==> config.mk <==
export PLATFORM = sky130hd
export DESIGN_NAME = shift_panel
export DESIGN_NICKNAME = d
export VERILOG_FILES = /design/src/rtl/shift_panel_pkg.sv /design/src/rtl/key_debounce.sv /design/src/rtl/shift_panel.sv
export SDC_FILE = /design/constraint.sdc
export NUM_CORES = 1
export LEC_CHECK = 0
export CAP_MARGIN = 20
export CELL_PAD_IN_SITES_DETAIL_PLACEMENT = 2
export CELL_PAD_IN_SITES_GLOBAL_PLACEMENT = 2
export CORE_MARGIN = 4
export CORE_UTILIZATION = 45
export CTS_BUF_LIST = sky130_fd_sc_hd__clkbuf_2
export DETAILED_ROUTE_END_ITERATION = 6
export GPL_TIMING_DRIVEN = 0
export PLACE_DENSITY_LB_ADDON = 0.12
export SYNTH_ARGS = -nofsm -noshare
export SYNTH_HDL_FRONTEND = slang
export SYNTH_SLANG_ARGS = --single-unit
==> constraint.sdc <==
create_clock -name clk -period 4.8 [get_ports clk]
set_clock_uncertainty 0.1 [all_clocks]
set_input_delay 0.96 -clock clk [delete_from_list [all_inputs] [get_ports clk]]
set_output_delay 0.96 -clock clk [all_outputs]
set_load 0.05 [all_outputs]
==> src/rtl/shift_panel_pkg.sv <==
// shift_panel_pkg: shared mode encoding and mode sequencing for shift_panel
//   MODE_W    - fixed width of the mode field
//   mode_t    - MANUAL / AUTO_L / AUTO_R
//   next_mode - mode-key cycling order
package shift_panel_pkg;
    localparam int MODE_W = 2;
    typedef enum logic [MODE_W-1:0] {
        MANUAL = 2'd0,
        AUTO_L = 2'd1,
        AUTO_R = 2'd2
    } mode_t;
    function automatic mode_t next_mode(input mode_t m);
        return m == MANUAL ? AUTO_L : m == AUTO_L ? AUTO_R : MANUAL;
    endfunction
endpackage

==> src/rtl/key_debounce.sv <==
// key_debounce: synchronizer, debouncer and press detector for one active-low key
//   clk   - system clock
//   rst   - asynchronous active-high reset
//   key   - raw active-low key
//   level - debounced key level (1 = released)
//   press - one-cycle pulse on debounced 1->0
module key_debounce #(
    parameter int DEB_CYCLES = 16
) (
    input  logic clk,
    input  logic rst,
    input  logic key,
    output logic level,
    output logic press
);
    localparam int CW = $clog2(DEB_CYCLES);
    logic s1_q, s2_q, stable_q, last_q, press_q;
    logic [CW-1:0] cnt_q;
    always_ff @(posedge clk or posedge rst) begin
        if (rst) begin
            s1_q     <= 1'b1;
            s2_q     <= 1'b1;
            stable_q <= 1'b1;
            last_q   <= 1'b1;
            press_q  <= 1'b0;
            cnt_q    <= '0;
        end else begin
            s1_q    <= key;
            s2_q    <= s1_q;
            last_q  <= stable_q;
            // registered edge detect: pulse lands one clock after the stable flip
            press_q <= last_q & ~stable_q;
            if (s2_q == stable_q)
                cnt_q <= '0;
            else if (cnt_q == CW'(DEB_CYCLES - 1)) begin
                cnt_q    <= '0;
                stable_q <= s2_q;
            end else
                cnt_q <= cnt_q + 1'b1;
        end
    end
    assign level = stable_q;
    assign press = press_q;
endmodule

==> src/rtl/shift_panel.sv <==
// shift_panel: key-driven LED shift register with manual and timed auto-shift modes
//   clk       - system clock
//   rst       - asynchronous active-high reset
//   key_clr   - clear key (active-low raw)
//   key_left  - shift-left key (active-low raw)
//   key_right - shift-right key (active-low raw)
//   key_arm   - arm qualifier, debounced level (active-low raw)
//   key_mode  - mode-cycle key (active-low raw)
//   sw_in0    - fill bit for left shift
//   sw_in1    - fill bit for right shift
//   sw_rot    - 1 = rotate instead of fill
//   seq       - LED drive, optionally bit-reversed data
//   mode      - current mode
module shift_panel
    import shift_panel_pkg::*;
#(
    parameter int WIDTH       = 8,
    parameter int DEB_CYCLES  = 16,
    parameter int STEP_CYCLES = 1000000,
    parameter int REVERSE_OUT = 1
) (
    input  logic             clk,
    input  logic             rst,
    input  logic             key_clr,
    input  logic             key_left,
    input  logic             key_right,
    input  logic             key_arm,
    input  logic             key_mode,
    input  logic             sw_in0,
    input  logic             sw_in1,
    input  logic             sw_rot,
    output logic [WIDTH-1:0] seq,
    output logic [1:0]       mode
);
    localparam int TW = $clog2(STEP_CYCLES);
    // key index: 0 arm, 1 clr, 2 left, 3 right, 4 mode
    logic [4:0] keys, level_w, press_w;
    logic level_unused;
    assign keys = {key_mode, key_right, key_left, key_clr, key_arm};
    for (genvar g = 0; g < 5; g++) begin : g_key
        key_debounce #(.DEB_CYCLES(DEB_CYCLES)) u_key (
            .clk(clk),
            .rst(rst),
            .key(keys[g]),
            .level(level_w[g]),
            .press(press_w[g])
        );
    end
    assign level_unused = ^{level_w[4:1], press_w[0]};
    logic [WIDTH-1:0] data_q, shl_data, shr_data, rev_data;
    logic [TW-1:0]    timer_q;
    mode_t            mode_q;
    logic             manual, armed, tc;
    assign manual   = mode_q == MANUAL;
    assign armed    = manual & ~level_w[0];
    assign tc       = !manual && timer_q == TW'(STEP_CYCLES - 1);
    assign shl_data = {data_q[WIDTH-2:0], sw_rot ? data_q[WIDTH-1] : sw_in0};
    assign shr_data = {sw_rot ? data_q[0] : sw_in1, data_q[WIDTH-1:1]};
    always_ff @(posedge clk or posedge rst) begin
        if (rst) begin
            data_q  <= '0;
            mode_q  <= MANUAL;
            timer_q <= '0;
        end else begin
            timer_q <= manual || tc ? '0 : timer_q + 1'b1;
            if (press_w[1]) begin
                data_q  <= '0;
                mode_q  <= MANUAL;
                timer_q <= '0;
            end else if (press_w[4]) begin
                mode_q  <= next_mode(mode_q);
                timer_q <= '0;
            end else if (armed && press_w[2])
                data_q <= shl_data;
            else if (armed && press_w[3])
                data_q <= shr_data;
            else if (tc)
                data_q <= mode_q == AUTO_L ? shl_data : shr_data;
        end
    end
    always_comb begin
        for (int i = 0; i < WIDTH; i++)
            rev_data[i] = data_q[WIDTH-1-i];
    end
    assign seq  = REVERSE_OUT != 0 ? rev_data : data_q;
    assign mode = mode_q;
endmodule

Word-level counts from Yosys, hierarchy flattened
Index checks and enable logic that the tools add are counted.

word-level totals
  memory bits (writable) = 0
  ROM bits = 0
  register bits after elaboration = 73
  bits in latches = 0
  input port bits = 10
  word-level logic and storage cells = 104
  memories kept = 0

cells by class
  reductions and logical operators = 14
  add/sub/neg operators = 6
  muxes and demuxes = 25
  $mul = 0
  equal/unequal tests = 13
  div/mod/pow operators = 0
  bitwise logic cells = 15
  shift operators = 0
  $lt $le $gt $ge = 0

operators with widths
  kind                   number
  $mux 20                3
  $mux 8                 6
  $mux 4                 10
  $add 20x1->20 const B  1
  $add 4x1->4 const B    5
  $eq 20x20->1 const B   1
  $eq 4x4->1 const B     5
  $reduce_and 2->1       6
  $not 1->1              10
  $mux 2                 4
  $and 1x1->1            5
  $eq 1x1->1             5
  $reduce_bool 4->1      1
  $logic_and 1x1->1      3
  $eq 2x1->1 const B     1
  $logic_not 2->1        1
  $mux 1                 2
  $ne 2x2->1 const B     1
  $reduce_bool 2->1      1
  $logic_not 1->1        1
  $logic_or 1x1->1       1

Longest topological paths before layout
  depth after elaboration = 8
  mapped depth = 7

Modules after synthesis
From an unflattened synthesis, not the netlist that was laid out.

second synthesis, totals
  cells, all modules = 269
  area total of the unflattened synthesis = 3316.9 um^2

by module, submodules not included
  module        times used  area each (um^2)  cells each
  key_debounce  5           336.6             22
  shift_panel   1           1634.1            159

Worst setup path before layout
Ideal clock, no wire load.

  kind = flip-flop to flip-flop
  start point = register mode_q[0] (netlist: mode[0])
  end point = register data_q[0]
  library setup time = 92 ps
  clock period less this slack = 1878 ps
  data required time = 4608 ps
  stages on the path, launching flop included = 7
  data arrival time = 1686 ps
  setup slack = 2922 ps
  path through = dfrtp_1 nor2_1 nand4bb_1 buf_6 o21a_1 buf_6 o31ai_2

on the way
  word-level cells in the longest chain between the ends = 7

RTL lines
  element                                               RTL line                              text
  start: declaration                                    shift_panel.sv:52                     mode_t mode_q;
  start signal: assignment                              shift_panel.sv:71                     mode_q <= next_mode(mode_q);
  $eq 2x1->1 / $logic_not 2->1 (equally long branches)  shift_panel.sv:78, shift_panel.sv:54
  $mux 8 / $and 1x1->1 (equally long branches)          shift_panel.sv:78, shift_panel.sv:55
  $mux 8 / $logic_and 1x1->1 (equally long branches)    shift_panel.sv:77, shift_panel.sv:75
  $mux 8                                                shift_panel.sv:75                     else if (armed && press_w[3])
  $mux 8                                                shift_panel.sv:73                     end else if (armed && press_w[2])
  $mux 8                                                shift_panel.sv:70                     end else if (press_w[4]) begin
  $mux 8                                                shift_panel.sv:66                     if (press_w[1]) begin
  end signal: assignment                                shift_panel.sv:74                     data_q <= shl_data;
  end signal: assignment                                shift_panel.sv:76                     data_q <= shr_data;
  end signal: assignment                                shift_panel.sv:78                     data_q <= mode_q == AUTO_L ? shl_data : shr_data;
  end: declaration                                      shift_panel.sv:50                     logic [WIDTH-1:0] data_q, shl_data, shr_data, rev_data;

Several ways; a longest one is shown, not always the timed one. The select of a mux whose other input is x is not followed.
A chain may end at the register's enable or synchronous reset.

Final worst setup path
  start point = register data_q[3]
  end point = output seq[4]

RTL lines
  element           RTL line           text
  end: declaration  shift_panel.sv:32  output logic [WIDTH-1:0] seq,

No word-level cell between the ends.

==> run metrics <==
Core ar.=0.00721 mm^2; Synth Warn #=0; switching share of power=0.248; P_sw=0.000277 W; pins over their slew limit=0; Filler cells=approximately 740; share of cells above drive strength 1=0.218; f_max=351 MHz; Setup Crit Path Kind=register to output pin; die area=0.00880 mm^2; Hold Crit Start=g_key[0].u_key.s1_q; CTS buffer count=9; flops & latches, synth=73; # rows=31; syn_nets=289; Gate power share=0.060; Final Instance Count excl. Fillers=406; initial antenna violation count=0; cts repair resizes=0; clk_lat worst skew=0.50 ns; CTS tree=yes; critical path's top delay family=buffers and inverters; htree depth=3; gr usage total=0.183; vias in the first global route=2529; Placed Cells=391; max layer used=met4; total gr overflow=0; Final GP Congestion=0.779; Worst VDD drop=0.153 mV; CP Data Arrival Time=1.79 ns; Die X=93.8 um; Clock Sinks=73; Worst-path clk slew=0.21 ns; Clock power frac=0.353; CP max stage delay=0.83 ns; PD cells=about 300 mW/mm^2; dpl hpwl=between 5000 and 6000 um; worst path bufs/invs=1; Mapped Cells=273; Max Buffers Root-to-Sink=2; Leakage=1.47 nW; internal power=roughly 0.00084 W; max-cap viol count=0; commonest non-fill, non-tap cells in the layout=dfrtp_1 (54), nor2_1 (19), a21oi_1 (19), dfstp_2 (19), clkdlybuf4s50_1 (19); M1 WL=3130 um; Setup Viol. Count Final=0; slowest CP cell=clkdlybuf4s50_1; DRC=0; Synth-to-Final Area Change=13.7%; Post-CTS Hold Buffers=0; Initial DRC Count=50; WL met2=3920 um; Setup Buffers After CTS=0; Final Hold Violating Endpoints=0; RSZ-0062 raised after global routing=no; Pre-antenna DRT Iters=4; Syn Area/Cell=12.1 um^2; commonest non-fill, non-tap cell in the layout=dfrtp_1; IO buf count=19; DRT antenna net count=0; Req. time, crit path=3.74 ns; Final Critical Period=approximately 2.9 ns; wirelength, routed=7370 um; TNS Setup=0 ns; FF-to-FF Start=timer_q[2]; status=finished, final reports clean; mapped cell area=0.00331 mm^2; Critical Path Source=data_q[3]; largest net degree at the start of global routing=74; period utilisation layout=0.594; io pins=20; FF+latch area=0.00185 mm^2; total vias in the final route=2262; WL met3=238 um; Worst setup SP type=register; Root Buffer=clkbuf_2; CP Max Fanout=4; first-pass GRT wire length=12400 um; initial core utilization=0.459; post-synthesis sequential area ratio=0.559; Tightest Pin Transition=~0.88 ns; ANT cells=0; count of cell types in the netlist=46; DR vias/cell=5.57; worst path cell trace=clkdlybuf4s50_1; FFs w/ async S/R, synth=1.00; top_reg_cell synth=dfrtp_1; worst min-delay path class=register to register; relative slew slack=0.410; area occupied by multi-input gates=0.00137 mm^2; CP endpoint kind=output pin; Reg power frac=0.587; EDFF count, synth=0; WL per Instance=18.1 um; Die Y=93.8 um; Final #Nets=319
[through the flow]
| stage | instance area [um^2] | setup slack [ns] | hold WS (ns) | power, W | util |
|---|---|---|---|---|---|
| after floorplan | 3310 | 1.92 | 0.245 | 0.000703 | - |
| after global placement | 3630 | 0.666 | 0.245 | 0.000725 | 0.503 |
| after detailed placement | 3630 | 2.49 | 0.247 | 0.000731 | 0.503 |
| after CTS | 3770 | 1.88 | 0.261 | 0.00113 | 0.522 |
| after global routing | 3770 | 1.82 | 0.279 | 0.00117 | 0.522 |
| final | 3770 | 1.95 | 0.260 | 0.00111 | 0.522 |
[registers in the layout, indices dropped and copies added (netlist names)]
| register | flops |
|---|---|
| g_key.u_key.press | 4 |
| data_q | 8 |
| g_key.u_key.s1_q | 5 |
| g_key.u_key.cnt_q | 20 |
| g_key.u_key.level | 5 |
| mode | 2 |
| timer_q | 20 |
| g_key.u_key.last_q | 4 |
| g_key.u_key.s2_q | 5 |
[synth_stat cells (7+ instances only)]
| library cell | number | share of area |
|---|---|---|
| a21oi_1 | 19 | 0.029 |
| dfrtp_1 | 54 | 0.41 |
| dfstp_2 | 19 | 0.15 |
| inv_1 | 8 | 0.0091 |
| mux2_2 | 7 | 0.024 |
| mux2i_1 | 9 | 0.027 |
| nand2_1 | 7 | 0.0079 |
| nand3_1 | 9 | 0.014 |
| nor2_1 | 19 | 0.022 |
| nor2b_1 | 9 | 0.017 |
| o211ai_1 | 8 | 0.018 |
| o21ai_0 | 10 | 0.015 |
| o31ai_2 | 8 | 0.030 |
| xnor2_1 | 12 | 0.032 |
| xor2_1 | 8 | 0.021 |
[power by group through the flow]
stage	sequential (W)	clock [W]	combinational [W]
after floorplan	0.000664	0	0.0000387
after global placement	0.000660	0	0.0000646
after detailed placement	0.000663	0	0.0000681
after CTS	0.000654	0.000412	0.0000685
after global routing	0.000657	0.000441	0.0000755
final	0.000653	0.000393	0.0000669
[path summary, 6_finish.rpt]
path | slack (ns) | depth (start not counted) | endpoint
hold reg to reg | 0.26 | 0 | g_key[0].u_key.s2_q
hold / removal | 0.26 | 0 | g_key[0].u_key.s2_q
setup / recovery | 1.95 | 1 | seq[4]
max in group asynchronous | 3.15 | 2 | mode[1]
min in group asynchronous | 0.87 | 2 | g_key[2].u_key.cnt_q[1]
setup reg to reg | 2.82 | 6 | timer_q[3]
[final cells by class]
cell class | count | area share
sequential | 73 | 0.491
multi-input combinational | 184 | 0.362
timing repair buffer | 19 | 0.0505
tap | 99 | 0.0329
clock inverter | 6 | 0.0246
buffer | 8 | 0.0179
clock buffer | 9 | 0.0120
inverter | 8 | 0.00864
[logic make-up (layout without fill, tap and decap cells)]
group | count (synthesis) | in the layout | synth area share
simple gates | 89 | 89 | 0.170
flops | 73 | 73 | 0.559
compound gates | 53 | 53 | 0.115
xor+xnor | 20 | 20 | 0.0529
mux | 16 | 16 | 0.0510
buf+inv | 16 | 50 | 0.0295
fa+ha+maj | 6 | 6 | 0.0227
[per-layer routing]
| metal | track usage | vias to the layer above |
|---|---|---|
| met4 | 0.0505 | 0 |
| met1 | 0.206 | 1185 |
| li1 | - | 1037 |
| met5 | 0 | - |
| met3 | 0.0497 | 8 |
| met2 | 0.335 | 32 |
Power figures use the tool's default switching activity.
